## src/rtl/fetch_redirect_ctrl.sv

```systemverilog
// fetch_redirect_ctrl: picks at most one fetch-PC redirect per cycle from the
// exception, branch, jr and predictor sources. While the I-cache is busy the
// redirect is parked, and F2 is told to drop the wrong-path response that is
// still in flight.
module fetch_redirect_ctrl #(
    parameter int ADDR_W = 32,
    parameter int CNT_W  = 32
) (
    input  logic              clk,
    input  logic              reset,
    input  logic              excp_valid,
    input  logic [ADDR_W-1:0] excp_pc,
    input  logic              branch_valid,
    input  logic [ADDR_W-1:0] branch_pc,
    input  logic              jr_valid,
    input  logic [ADDR_W-1:0] jr_pc,
    input  logic              pred_valid,
    input  logic [ADDR_W-1:0] pred_pc,
    input  logic              i_wait,
    output logic              redirect_valid,
    output logic [ADDR_W-1:0] redirect_pc,
    output logic [1:0]        redirect_src,
    output logic              pend_valid,
    output logic              discard_resp,
    output logic [CNT_W-1:0]  redirect_cnt
);

    localparam logic [1:0] SRC_EXCP   = 2'd3;
    localparam logic [1:0] SRC_BRANCH = 2'd2;
    localparam logic [1:0] SRC_JR     = 2'd1;
    localparam logic [1:0] SRC_PRED   = 2'd0;

    logic              pend_valid_r;
    logic [1:0]        pend_src_r;
    logic [ADDR_W-1:0] pend_pc_r;
    logic              discard_r;
    logic [CNT_W-1:0]  cnt_r;

    logic              in_valid_s;
    logic [1:0]        in_pri_s;
    logic [ADDR_W-1:0] in_pc_s;
    logic              take_in_s;
    logic              cand_valid_s;
    logic [1:0]        cand_src_s;
    logic [ADDR_W-1:0] cand_pc_s;
    logic              issue_s;

    // Fixed-priority pick among the incoming requests: excp > branch > jr > pred.
    always_comb begin
        in_valid_s = excp_valid | branch_valid | jr_valid | pred_valid;
        in_pri_s   = SRC_PRED;
        in_pc_s    = {ADDR_W{1'b0}};
        if (excp_valid) begin
            in_pri_s = SRC_EXCP;
            in_pc_s  = excp_pc;
        end else if (branch_valid) begin
            in_pri_s = SRC_BRANCH;
            in_pc_s  = branch_pc;
        end else if (jr_valid) begin
            in_pri_s = SRC_JR;
            in_pc_s  = jr_pc;
        end else if (pred_valid) begin
            in_pri_s = SRC_PRED;
            in_pc_s  = pred_pc;
        end else begin
            in_pri_s = SRC_PRED;
            in_pc_s  = {ADDR_W{1'b0}};
        end
    end

    // Merge with the parked entry: a newer request of equal or higher priority
    // replaces it; a lower-priority one is from an already-flushed path and is dropped.
    always_comb begin
        take_in_s    = in_valid_s & (~pend_valid_r | (in_pri_s >= pend_src_r));
        cand_valid_s = take_in_s | pend_valid_r;
        cand_src_s   = 2'd0;
        cand_pc_s    = {ADDR_W{1'b0}};
        if (take_in_s) begin
            cand_src_s = in_pri_s;
            cand_pc_s  = in_pc_s;
        end else if (pend_valid_r) begin
            cand_src_s = pend_src_r;
            cand_pc_s  = pend_pc_r;
        end else begin
            cand_src_s = 2'd0;
            cand_pc_s  = {ADDR_W{1'b0}};
        end
    end

    // Issue the candidate straight through when fetch can take a new PC; outputs
    // are zero whenever nothing is issued.
    always_comb begin
        issue_s        = cand_valid_s & ~i_wait;
        redirect_valid = issue_s;
        redirect_pc    = {ADDR_W{1'b0}};
        redirect_src   = 2'd0;
        if (issue_s) begin
            redirect_pc  = cand_pc_s;
            redirect_src = cand_src_s;
        end else begin
            redirect_pc  = {ADDR_W{1'b0}};
            redirect_src = 2'd0;
        end
        discard_resp = discard_r & ~i_wait;
        pend_valid   = pend_valid_r;
        redirect_cnt = cnt_r;
    end

    // Parked-redirect state, discard flag and issued-redirect counter.
    always_ff @(posedge clk) begin
        if (reset) begin
            pend_valid_r <= 1'b0;
            pend_src_r   <= 2'd0;
            pend_pc_r    <= {ADDR_W{1'b0}};
            discard_r    <= 1'b0;
            cnt_r        <= {CNT_W{1'b0}};
        end else if (!i_wait) begin
            // The outstanding response (if any) returns this cycle, so the
            // discard flag is consumed and any candidate has just been issued.
            pend_valid_r <= 1'b0;
            discard_r    <= 1'b0;
            if (issue_s) begin
                cnt_r <= cnt_r + {{(CNT_W-1){1'b0}}, 1'b1};
            end else begin
                cnt_r <= cnt_r;
            end
        end else if (cand_valid_s) begin
            pend_valid_r <= 1'b1;
            pend_src_r   <= cand_src_s;
            pend_pc_r    <= cand_pc_s;
            // A fresh redirect means the response now in flight is wrong-path.
            if (take_in_s) begin
                discard_r <= 1'b1;
            end else begin
                discard_r <= discard_r;
            end
        end else begin
            pend_valid_r <= pend_valid_r;
            discard_r    <= discard_r;
        end
    end

endmodule

```

## config.mk

```make
export PLATFORM = sky130hd
export DESIGN_NAME = fetch_redirect_ctrl
export DESIGN_NICKNAME = d
export VERILOG_FILES = /design/src/rtl/fetch_redirect_ctrl.sv
export SDC_FILE = /design/constraint.sdc
export NUM_CORES = 1
export LEC_CHECK = 0
export CORE_MARGIN = 2
export CORE_UTILIZATION = 34
export DETAILED_ROUTE_END_ITERATION = 10
export GPL_TIMING_DRIVEN = 0
export MAX_ROUTING_LAYER = met4
export PLACE_DENSITY = 0.67
export SYNTH_ARGS = -nofsm -noshare
export SYNTH_HDL_FRONTEND = slang
export SYNTH_SLANG_ARGS = --single-unit
```

## constraint.sdc

```tcl
create_clock -name clk -period 5.08 [get_ports clk]
set_input_delay 1.016 -clock clk [delete_from_list [all_inputs] [get_ports clk]]
set_output_delay 1.016 -clock clk [all_outputs]
set_load 0.03 [all_outputs]
```

==> results.tsv <==
metric	value	unit
status	complete, no violations	
average via count per standard cell	5.87	
final period utilization	0.974	
Routed Antenna Nets	0	
fraction of registers with async set/reset	0	
Final Wtd Congestion	0.899	
IO Count	204	
RSZ-0062 raised after global routing	false	
deepest clock path buffer count	2	
DR pass1 iterations	5	
area delta synth->final	54.1	%
Starting DRT DRC Count	380	
largest net degree at the start of global routing	13	
Initial Util	0.346	
die height	122	um
post-layout util	0.533	
Hold/Removal Path Class	flop to flop	
Die W	122	um
Ant. Diodes	0	
IO buf count	200	
Worst Path Arrival	3930	ps
EDFF count, synth	0	
Synth Flop Type	dfxtp_1	
clock tree sinks	68	
Reg power frac	0.341	
Post-Synthesis Cells	638	
hpwl dp	15000	um
Max-Cap Viols	0	
cts bufs inserted	9	
synthesized cell area	4760	sq um
routed wire length	19400	um
grt ovf	0	
post-synthesis sequential area ratio	0.286	
nets@finish	988	
achievable frequency	202	MHz
root buf cell	clkbuf_16	
global-route wire length before repair	30100	um
CP Data Required Time	4060	ps
post-route design area	7340	sq um
Overall Global Routing Usage	0.260	
leading area contributor after synthesis	dfxtp_1	
synth warn	0	
leakage power	2.45	nW
H-tree Lvls	3	
setup TNS	0	ps
post-synthesis cell type count	46	
Area contributors post-synth	dfxtp_1, o211ai_1, a21oi_1	
vias after detailed routing	6074	
Post-synth top cells	a21oi_1, dfxtp_1, o211ai_1	
Final setup viols	0	
most numerous cell in the Yosys netlist	a21oi_1	
fill count	1424	
Net Sw Power	0.000489	W
Mean Syn Cell Area	7.46	sq um
Final Hold Viols	0	
Sequential Area	1360	sq um
initial antenna violation count	0	
Int Pwr	0.00121	W
PwrDens	231	nW/um^2
FF+latch count, synth	68	
area of the multi-input gates	3060	sq um
max_slew headroom	0.323	
CTS clk-pin slew, worst paths	60	ps
min cycle time layout	4950	ps
post-route DRC violation count	0	
Clock Skew	9.01	ps
share of layout cells above drive strength 1	0.0912	
Setup CP Type	input port to output port	
row count	43	
Clock Latency Late Sink	330	ps
Worst setup EP type	output port	
die area	15000	sq um
CP startpoint kind	input port	
Slew @ Worst Pin	1000	ps
Max FO, Critical Path	10	
CTS tree	built	
vias in the first global route	5920	
final hold slack	489	ps
peak supply drop	0.169	mV
Max Slew Vio Count	0	
WL per Instance	18.8	um
combinational share of power	0.256	
Mapped Nets	776	
switching share of power	0.288	
placed standard-cell area	6990	sq um
core footprint	13800	sq um
Clock power frac	0.404	
Synth top area share	0.286	
[per-stage QoR]
| step | std cells | power [W] | setup slack (ps) |
|---|---|---|---|
| 6_report | 1035 | 0.00170 | 132 |
| 5_1_grt | 1035 | 0.00176 | 43.7 |
| 4_1_cts | 1033 | 0.00170 | -102 |
| 3_5_place_dp | 1018 | 0.00102 | -1200 |
| 3_3_place_gp | 1018 | 0.00102 | -1150 |
| 2_1_floorplan | 638 | 0.000810 | 431 |
[critical path: stages]
cell             delay, ps
clkbuf_1               170
clkbuf_2               280
buf_1                  310
or2_2                  400
ha_1                   200
nor2b_1                310
o21a_2                 270
clkbuf_2               260
o211ai_1               130
a21oi_1                170
clkdlybuf4s15_1        400
[area by class of cell]
class | instances | area share
plain buffers | 77 | 0.0462
repair buffers | 201 | 0.270
well taps | 180 | 0.0307
clock inverters | 6 | 0.0119
inverters | 12 | 0.00614
multi-input cells | 481 | 0.417
flip-flops and latches | 68 | 0.186
clock buffers | 10 | 0.0326
[cells in the final DEF (no fill, tap or decap), types with 3 or more instances in the layout]
cell type,count
or4_1,17
o211ai_1,66
clkdlybuf4s50_1,165
buf_1,6
a31oi_1,33
o31ai_1,15
a21oi_1,91
inv_1,12
clkbuf_2,13
nor3_1,4
buf_2,12
a211oi_1,34
o21ai_0,8
nand3b_1,32
clkdlybuf4s15_2,18
clkbuf_16,9
and4_1,3
nand3_1,10
a22o_1,32
nand2_1,43
buf_4,5
ha_1,3
nand4_1,3
nor4_1,4
xnor2_1,3
dlygate4sd2_1,5
mux2_2,3
nor2b_1,5
clkbuf_1,48
nor2_1,43
dfxtp_1,68
or3_1,7
[timing repair]
item,4_1_cts,5_1_grt
hold buffers,0,0
gates resized for setup,100,19
setup buffers,0,1
endpoints found under the setup margin,34,34
cloned,0,1
[state kept, by name, indices dropped and copies added, names as in the netlist]
signal / flops
pend_valid: 1
discard_r: 1
pend_pc_r: 32
redirect_cnt: 32
pend_src_r: 2
[layer usage]
layer	share of wire	vias to the layer above	global-route usage	wire length [um]
li1	-	2886	-	-
met1	0.41	2883	0.308	8030
met2	0.51	278	0.450	9840
met3	0.061	27	0.0465	1190
met4	0.019	0	0.0747	374
met5	0	-	-	0
[power by group through the flow]
stage	clock network [W]	logic, W	registers (W)
after global routing	0.000716	0.000466	0.000580
after detailed placement	0	0.000436	0.000588
final	0.000684	0.000433	0.000578
after CTS	0.000689	0.000433	0.000577
after floorplan	0	0.000222	0.000588
after global placement	0	0.000430	0.000586
[cells by family (layout without fill, tap and decap cells)]
family | after synthesis | in the layout | synth area share
buffers and inverters | 90 | 306 | 0.0765
multiplexers | 4 | 4 | 0.00920
XOR/XNOR | 5 | 5 | 0.00920
AO/OA/AOI/OAI | 289 | 290 | 0.407
adder cells (fa/ha/maj) | 3 | 3 | 0.00789
flip-flops | 68 | 68 | 0.286
AND/OR/NAND/NOR | 179 | 179 | 0.204
[final timing paths]
kind                                                    start                             to  slack, ps  depth (start not counted)
worst min register to register  redirect_cnt[31]$_SDFFE_PP0P_  redirect_cnt[31]$_SDFFE_PP0P_        490                          2
worst max-delay path                               excp_valid                redirect_pc[12]        130                         11
worst max register to register   redirect_cnt[8]$_SDFFE_PP0P_  redirect_cnt[21]$_SDFFE_PP0P_       2760                          7
worst min-delay path            redirect_cnt[31]$_SDFFE_PP0P_  redirect_cnt[31]$_SDFFE_PP0P_        490                          2
Note: power is estimated with default switching activity, not from simulation.
